<file path="src/rtl/imem_port_arbiter.sv">
// imem_port_arbiter: round-robin share of one instruction-memory port between fetch and loader.
// Optional halt detection on fetched words is enabled by defining IMEM_ARB_HALT_DETECT_EN.
module imem_port_arbiter #(
    parameter int ADDR_W = 10,
    parameter int DATA_W = 10
`ifdef IMEM_ARB_HALT_DETECT_EN
    , parameter logic [2:0] HALT_OPCODE = 3'b111
`endif
) (
    input  logic              clk,
    input  logic              reset_n,
    input  logic              fetch_req,
    input  logic [ADDR_W-1:0] fetch_addr,
    output logic              fetch_gnt,
    output logic              fetch_valid,
    output logic [DATA_W-1:0] fetch_data,
    input  logic              ld_req,
    input  logic              ld_we,
    input  logic [ADDR_W-1:0] ld_addr,
    input  logic [DATA_W-1:0] ld_wdata,
    output logic              ld_gnt,
    output logic              ld_valid,
    output logic [DATA_W-1:0] ld_rdata,
    output logic [ADDR_W-1:0] mem_addr,
    output logic              mem_we,
    output logic [DATA_W-1:0] mem_wdata,
    input  logic [DATA_W-1:0] mem_rdata,
    output logic              halted
);
    typedef enum logic {IDLE, ACCESS} state_t;
    state_t            state_q, state_d;
    logic              last_ld_q, last_ld_d, win_ld_q, win_ld_d;
    logic [ADDR_W-1:0] addr_q, addr_d;
    logic [DATA_W-1:0] wdata_q, wdata_d, fdata_q, fdata_d, ldata_q, ldata_d;
    logic              we_q, we_d, fgnt_q, fgnt_d, lgnt_q, lgnt_d;
    logic              fvalid_q, fvalid_d, lvalid_q, lvalid_d, halted_q, halted_d;
    logic              fetch_elig, pick, pick_ld, acc;
    always_comb begin
        fetch_elig = fetch_req & ~halted_q;
        acc        = state_q == ACCESS;
        pick       = (state_q == IDLE) & (fetch_elig | ld_req);
        // Loader wins when it is alone or when fetch won the previous access.
        pick_ld    = ld_req & (~fetch_elig | ~last_ld_q);
        state_d    = pick ? ACCESS : IDLE;
        win_ld_d   = pick ? pick_ld : win_ld_q;
        addr_d     = pick ? (pick_ld ? ld_addr : fetch_addr) : addr_q;
        wdata_d    = (pick & pick_ld) ? ld_wdata : wdata_q;
        we_d       = pick & pick_ld & ld_we;
        fgnt_d     = pick & ~pick_ld;
        lgnt_d     = pick & pick_ld;
        fvalid_d   = acc & ~win_ld_q;
        lvalid_d   = acc & win_ld_q;
        fdata_d    = fvalid_d ? mem_rdata : fdata_q;
        ldata_d    = lvalid_d ? mem_rdata : ldata_q;
        last_ld_d  = acc ? win_ld_q : last_ld_q;
`ifdef IMEM_ARB_HALT_DETECT_EN
        halted_d   = (fvalid_d & (mem_rdata[DATA_W-1 -: 3] == HALT_OPCODE)) ? 1'b1 :
                     (acc & we_q) ? 1'b0 : halted_q;
`else
        halted_d   = 1'b0;
`endif
    end
    always_ff @(posedge clk) begin
        if (!reset_n) begin
            state_q   <= IDLE;
            last_ld_q <= 1'b1;
            win_ld_q  <= 1'b0;
            addr_q    <= '0;
            wdata_q   <= '0;
            we_q      <= 1'b0;
            fgnt_q    <= 1'b0;
            lgnt_q    <= 1'b0;
            fvalid_q  <= 1'b0;
            lvalid_q  <= 1'b0;
            fdata_q   <= '0;
            ldata_q   <= '0;
            halted_q  <= 1'b0;
        end else begin
            state_q   <= state_d;
            last_ld_q <= last_ld_d;
            win_ld_q  <= win_ld_d;
            addr_q    <= addr_d;
            wdata_q   <= wdata_d;
            we_q      <= we_d;
            fgnt_q    <= fgnt_d;
            lgnt_q    <= lgnt_d;
            fvalid_q  <= fvalid_d;
            lvalid_q  <= lvalid_d;
            fdata_q   <= fdata_d;
            ldata_q   <= ldata_d;
            halted_q  <= halted_d;
        end
    end
    assign fetch_gnt   = fgnt_q;
    assign fetch_valid = fvalid_q;
    assign fetch_data  = fdata_q;
    assign ld_gnt      = lgnt_q;
    assign ld_valid    = lvalid_q;
    assign ld_rdata    = ldata_q;
    assign mem_addr    = addr_q;
    assign mem_we      = we_q;
    assign mem_wdata   = wdata_q;
    assign halted      = halted_q;
endmodule

</file>
<file path="config.mk">
export PLATFORM = sky130hd
export DESIGN_NAME = imem_port_arbiter
export DESIGN_NICKNAME = d
export VERILOG_FILES = /design/src/rtl/imem_port_arbiter.sv
export SDC_FILE = /design/constraint.sdc
export NUM_CORES = 1
export LEC_CHECK = 0
export BUFFER_PORTS_ARGS = -buffer_cell sky130_fd_sc_hd__buf_2
export CAP_MARGIN = 30
export CORE_MARGIN = 5
export CORE_UTILIZATION = 30
export DETAILED_ROUTE_END_ITERATION = 8
export PLACE_DENSITY_LB_ADDON = 0.05
export SYNTH_ARGS = -nofsm -noshare
export SYNTH_HDL_FRONTEND = slang
export SYNTH_SLANG_ARGS = --single-unit
</file>
<file path="constraint.sdc">
create_clock -name clk -period 2.8 [get_ports clk]
set_input_delay 0.28 -clock clk [delete_from_list [all_inputs] [get_ports clk]]
set_output_delay 0.28 -clock clk [all_outputs]
set_load 0.01 [all_outputs]
</file>
Word level (Yosys, flattened, before mapping)
Index checks and enable logic that the tools add are counted.
Widths: inputs -> output; s select.
- bitwise gates (word level): 14
- mux-type cells: 2
- operator list (kind ; number):
    $mux 10 ; 1
    $and 1x1->1 ; 7
    $not 1->1 ; 5
    $or 1x1->1 ; 2
    $mux 1 ; 1
- register bits after elaboration: 48
- logic and storage cells: 28

Longest topological paths before layout
Gate-level depths: netlist (run 1).
- depth after elaboration: 5
- gate-level depth with buffers: 5
- mapped depth without buffers: 3

Worst setup path before layout (run 1)
OpenSTA, ideal clock, no wires.
- path kind: input to register
- from: in reset_n
- to: reg addr_q[0] (netlist: mem_addr[0])
- buffers on the path: 2
- path slack: 1.580 ns
- library setup time: 0.122 ns
- arrival: 1.098 ns
- stages on the path: 5
- data required time: 2.678 ns
- cells stage by stage: buf_6 -> nor2b_4 -> o211a_2 -> buf_6 -> a221o_1
- RTL lines (element ; RTL line ; RTL):
    start, declared ; 11 ; input logic reset_n,
    end signal, assigned ; 82 ; addr_q <= addr_d;
    end, declared ; 33 ; logic [ADDR_W-1:0] addr_q, addr_d;

Worst setup path in the final report (run 1)
- from: reg state_q (netlist: acc)
- to: reg fdata_q[4] (netlist: fetch_data[4])
- longest elaborated chain between the ends: 1
- ends and longest elaborated chain (element ; RTL line ; RTL):
    start, declared ; 31 ; state_t state_q, state_d;
    start signal, assigned ; 79 ; state_q <= state_d;
    $and 1x1->1 ; 51 ; fvalid_d = acc & ~win_ld_q;
    end signal, assigned ; 89 ; fdata_q <= fdata_d;
    end, declared ; 34 ; logic [DATA_W-1:0] wdata_q, wdata_d, fdata_q, fdata_d, ldata_q, ldata_d;
Every way passes these cells.
A chain may end at the register's enable or synchronous reset.

==> summary.md, run 1 <==
| Metric | Value |
|---|---|
| Outcome | `completed` |
| Antenna Nets Post-Route | `0` |
| Post-synthesis async set-or-reset flop share | `0%` |
| Mean cell area of the mapped netlist | `about 9.5 sq um` |
| Vias in the first global route | `roughly 1500` |
| Layout Cells excl Fill | `between 300 and 400` |
| First-pass GRT wire length | `7.300 mm` |
| GR Overflow Total | `0` |
| CTS clk-pin slew, worst paths | `roughly 0.080 ns` |
| Net Count, Synth | `~240` |
| Gr usage total | `roughly an eighth` |
| Vias/cell | `about 4.5` |
| Dpl hpwl | `~3.4 mm` |
| Crit path kind | `reg2reg` |
| CTS sink cnt | `between 40 and 50` |
| Starting density of the core | `between 30% and 40%` |
| # setup viols final | `0` |
| CTS tree | `done` |
| Fin util | `roughly 40%` |
| Top_reg_cell synth | `dfxtp_1` |
| RSZ-0062 raised after global routing | `false` |
| Sequential fraction of the synthesis area | `52.71%` |
| Yosys warns | `0` |
| Initial antenna violation count | `0` |
| Core Rows | `28` |
| Final hold viol count | `0` |
| Final Critical Period | `between 1.5 and 2 ns` |
| Final worst path period share | `55.07%` |
| Root buffer cell | `clkbuf_8` |
| Final #Nets | `320` |
| DR WL met2 | `roughly 2.3 mm` |
| Post-CTS Setup Bufs | `0` |
| Initial DRT Pass Iterations | `4` |
| Clk_lat worst skew | `0.29 ns` |
| Worst Tran Pin Value | `between 0.7 and 0.8 ns` |
| DIE WIDTH | `between 80 and 90 um` |
| PostCTS Resize Cnt | `0` |
| Routed len/inst | `~14 um` |
| Clock Path Buffers | `2` |
| Synth cell types | `24` |
| H-tree Lvls | `2` |
| Ant diodes | `0` |
| Area after DPL | `between 2000 and 2500 sq um` |
| Finished Cell Area | `roughly 2400 sq um` |
| Hold-critical path depth | `2` |
| Met3 wire length | `between 300 and 400 um` |
| CP required | `~3.0 ns` |
| Max cap viols | `0` |
| Synth Register Bits | `48` |
| Static leakage | `about 0.0011 uW` |
| Synth-to-Final Area Change | `29.38%` |
| Hold Path Class | `in2reg` |
| IO buf count | `89` |
| Most common cell after layout, fill and taps aside | `buf_2` |
| Crit path launch type | `flop` |
| Pin count of the biggest net entering global routing | `31` |
| Most frequent cells in the layout | `buf_2 (89), nand2_1 (62), dfxtp_1 (48)` |
| # hold bufs at CTS | `0` |
| Proportion of layout cells with a drive suffix above 1 | `between 30% and 40%` |
| Final TNS setup | `0 ns` |
| Reg-to-Reg Start | `acc` |
| Wl on met1 | `approximately 2.1 mm` |
| Syn Inst Count | `between 150 and 200` |
| Worst VDD drop | `between 0.2 and 0.25 mV` |
| Placer Congestion | `between 0.6 and 0.7` |
| CP Max Fanout | `11` |
| Ports | `91` |
| Slack of the worst reg-to-reg path | `1.26 ns` |
| CORE AREA | `about 6000 sq um` |
| DP Cell Count | `between 300 and 400` |
| Starting DRC count in detailed routing | `51` |
| Clk_skew | `0.005134 ns` |
| R2R depth | `3` |
| Hold Crit Start | `ld_we` |
| Via Count | `roughly 1600` |
| Top Layer Used | `met4` |
| Max Freq | `between 600 and 700 MHz` |
| Power Density | `550.2 nW/um^2` |
| Filler cell count in the final layout | `632` |
| Die H | `between 80 and 90 um` |
| TritonCTS Buffers | `5` |
| Worst min-delay path endpoint | `mem_we` |
| CP arrival | `between 1.5 and 2 ns` |
| Critical Path Sink Type | `flop` |
| # DRC | `0` |
| EDFF count, synth | `0` |
| Routed WL | `4.760 mm` |
| Reg-to-reg critical path endpoint | `fetch_data[4]` |
| Max Slew Vio Count | `0` |
| Die ar. | `slightly below 8000 sq um` |
| Relative slew slack | `between 40% and 50%` |
| Mapped Area | `1823 sq um` |
-- registers in the layout, summed over array words and instances (netlist names) --
| register | cells |
|---|---|
| mem_addr | 10 |
| acc | 1 |
| mem_we | 1 |
| fetch_gnt | 1 |
| ld_rdata | 10 |
| mem_wdata | 10 |
| win_ld_q | 1 |
| fetch_data | 10 |
| last_ld_q | 1 |
| ld_gnt | 1 |
| fetch_valid | 1 |
| ld_valid | 1 |
-- how the worst max path moves through the flow --
stage,start,end,slack [ns]
2_1_floorplan,reset_n,mem_addr[0],1.58
3_3_place_gp,acc,fetch_data[5],1.26
3_5_place_dp,acc,fetch_data[4],1.22
4_1_cts,acc,fetch_data[4],1.20
5_1_grt,acc,fetch_data[8],1.08
6_report,acc,fetch_data[4],1.26
-- cell type report --
class	count	area, sq um	share of cell area (%)
clock buffer	5	68.82	2.918
sequential	48	960.9	40.74
timing repair buffer	91	460.4	19.52
tap	75	93.84	3.979
multi-input combinational	128	770.7	32.68
inverter	1	3.754	0.1592
-- cell usage after synthesis, types with 3 or more instances --
| cell type | instances | area [sq um] |
|---|---|---|
| a21boi_0 | 20 | 150.1 |
| nand2_1 | 62 | 232.7 |
| and3_1 | 11 | 68.82 |
| mux2i_1 | 10 | 100.1 |
| clkbuf_1 | 3 | 11.26 |
| a221o_1 | 10 | 100.1 |
| and2_1 | 3 | 18.77 |
| dfxtp_1 | 48 | 960.9 |
| buf_2 | 8 | 40.04 |
| buf_6 | 3 | 33.78 |
-- worst max-delay path, cell delays in order (launching register included) --
cell	delay, ns
dfxtp_1	0.52
nor2b_1	0.68
nand2_1	0.11
a21boi_0	0.17
-- cells by family after synthesis --
family | synth area share [%]
muxes | 5.491
and+or+nand+nor | 20.73
AOI/OAI and AO/OA | 15.58
other | 0.2057
DFF | 52.71
buffers and inverters | 5.285
-- power breakdown --
| group | switching (uW) | leakage (uW) | internal (uW) |
|---|---|---|---|
| Combinational | 98.1 | 0.000720 | 87.8 |
| Sequential | 20.2 | 0.000393 | 722 |
| Clock | 208 | 0.0000359 | 161 |
-- routing by layer --
layer	GRT usage, %	up-vias
li1	-	803
met1	15.22	695
met2	20.82	50
met3	3.951	5
met4	3.347	0
met5	0	-
-- metrics by stage --
| stage | hold WS (ns) | power [uW] | worst slack [ns] |
|---|---|---|---|
| finish | 0.1802 | 1298 | 1.258 |
| global route | 0.1707 | 1372 | 1.075 |
| CTS | 0.1717 | 1322 | 1.201 |
| detailed placement | 0.4464 | 948.3 | 1.219 |
| global placement | 0.4465 | 949.0 | 1.258 |
| floorplan | 0.3902 | 863.0 | 1.580 |
Power figures use the tool's default switching activity.
==> run 2, diff against run 1 <==
Clock period 2.8 ns to 1.6 ns, I/O delays scaled along.
==> run 2 against run 1 <==
Total power up 92%. Non-clock buffer count rose by 1. Sequential share of layout area down 0.99 points. Routed wire length is 1.5% lower. Fmax increased by 4.7%.
==> summary.md, run 2 (same netlist as run 1, synthesis figures left out) <==
| Metric | Value |
|---|---|
| Outcome | `completed` |
| Ports | `91` |
| Static leakage | `about 0.0012 uW` |
| Critical Path Sink Type | `flop` |
| Crit path depth | `3` |
| CTS clk-pin slew, worst paths | `roughly 0.090 ns` |
| Area after DPL | `between 2000 and 2500 sq um` |
| # DRC | `0` |
| CP startpoint | `acc` |
| Reg-to-Reg Start | `acc` |
| Via Count | `about 1600` |
| Vias/cell | `approximately 4.5` |
| Pin count of the biggest net entering global routing | `between 50 and 60` |
| Worst setup path endpoint | `mem_addr[7]` |
| Crit path kind | `reg2reg` |
| Cell class contributing the biggest share of worst-path delay | `compound AO/OA/AOI/OAI gates` |
| Root buffer cell | `clkbuf_8` |
| Proportion of layout cells with a drive suffix above 1 | `a little under two fifths` |
| Final TNS setup | `0 ns` |
| Max cap viols | `0` |
| Core Rows | `28` |
| Clk_skew | `between 0.007 and 0.008 ns` |
| Filler cell count in the final layout | `around 660` |
| Routed WL | `4.687 mm` |
| Max Slew Vio Count | `0` |
| Slack of the worst reg-to-reg path | `approximately 0.13 ns` |
| Starting density of the core | `a little under a third` |
| # setup viols final | `0` |
| Placer Congestion | `about 0.68` |
| Clk_lat worst skew | `roughly 0.30 ns` |
| Die H | `87.95 um` |
| H-tree Lvls | `2` |
| CORE AREA | `5921 sq um` |
| # hold bufs at CTS | `0` |
| Storage cell area | `roughly 960 sq um` |
| DIE WIDTH | `roughly 88 um` |
| Most common cell after layout, fill and taps aside | `buf_2` |
| Reg-to-reg critical path endpoint | `mem_addr[7]` |
| Relative slew slack | `46.50%` |
| Initial antenna violation count | `0` |
| Crit path launch type | `flop` |
| Routed len/inst | `13.32 um` |
| Final hold viol count | `0` |
| Worst hold slack | `just over 0.06 ns` |
| Hold Crit Start | `ld_we` |
| Dpl hpwl | `approximately 3.3 mm` |
| Antenna Nets Post-Route | `0` |
| Power Density | `between 1000 and 1500 nW/um^2` |
| Die ar. | `~7700 sq um` |
| First-pass GRT wire length | `about 7.3 mm` |
| PostCTS Resize Cnt | `0` |
| Clock Path Buffers | `2` |
| Final worst path period share | `between 90% and 100%` |
| Gr usage total | `between 10% and 20%` |
| Vias in the first global route | `approximately 1500` |
| Hold Path Class | `in2reg` |
| IO buf count | `~90` |
| CTS sink cnt | `48` |
| Worst Tran Pin Value | `between 0.8 and 0.9 ns` |
| CP bufs+invs | `0` |
| Most frequent cells in the layout | `buf_2 (89), nand2_1 (62), dfxtp_1 (48)` |
| Cell-by-cell trace of the critical path | `o21bai_1 > and3_1 > a221o_1` |
| R2R depth | `3` |
| Synth-to-Final Area Change | `32.60%` |
| Ant diodes | `0` |
| Starting DRC count in detailed routing | `41` |
| CTS tree | `done` |
| Final #Nets | `~320` |
| Slowest CP cell | `dfxtp_1` |
| Worst VDD drop | `between 0.3 and 0.4 mV` |
| Finished Cell Area | `~2400 sq um` |
| RSZ-0062 raised after global routing | `false` |
| GR Overflow Total | `0` |
| Slowest cell delay on critical path | `around 0.41 ns` |
| TritonCTS Buffers | `5` |
| Max Freq | `slightly below 700 MHz` |
| CP required | `1.79 ns` |
| Tot Pwr | `roughly 2500 uW` |
| Final Critical Period | `1.472 ns` |
| CP Max Fanout | `11` |
| Post-CTS Setup Bufs | `0` |
| Multi-input logic area | `770.7 sq um` |
| CP arrival | `1.66 ns` |
| Initial DRT Pass Iterations | `4` |
-- run 2: cell count changes in the layout (fill, tap and decap cells not counted) --
cell and change:
buf_12 +1, bufinv_16 +1, clkbuf_1 +1, clkinv_2 +1
-- run 2: worst min path at each step --
stage / end / slack (ns) / depth (start not counted)
finish: mem_we / 0.06 / 2
global route: mem_we / 0.05 / 2
global placement: mem_we / 0.36 / 2
detailed placement: mem_we / 0.37 / 2
floorplan: acc / 0.27 / 1
CTS: mem_we / 0.05 / 2
-- run 2: where the power goes --
group | internal, uW | switching (uW) | leakage [uW]
registers | 1260 | 37.0 | 0.000393
clock network | 464 | 393 | 0.0000552
logic | 159 | 170 | 0.000729
-- run 2: layout make-up --
type	count	area share, %
sequential	48	39.75
clock inverter	2	1.449
multi-input combinational	128	31.88
timing repair buffer	92	19.88
tap	75	3.882
clock buffer	6	3.002
inverter	1	0.1553
-- run 2: worst reg2reg max path, delay by kind of cell, from the launching register on --
family | cells | cell delay (ns)
simple gates | 1 | 0.30
flops | 1 | 0.41
compound gates | 2 | 0.65
-- run 2: metrics by stage --
step	setup WS, ns	util, %	cells
after global placement	0.2019	39.01	344
after global routing	0.03608	40.83	352
after CTS	0.1329	40.83	352
after detailed placement	0.1542	39.01	344
after floorplan	0.3963	-	192
final	0.1276	40.83	352
-- run 2: layer usage --
| metal | global-route usage [%] | part of all wire, % | vias up |
|---|---|---|---|
| li1 | - | - | 811 |
| met1 | 14.25 | 41 | 722 |
| met2 | 21.16 | 50 | 54 |
| met3 | 4.045 | 7.7 | 2 |
| met4 | 3.766 | 0.49 | 0 |
| met5 | 0 | 0 | - |
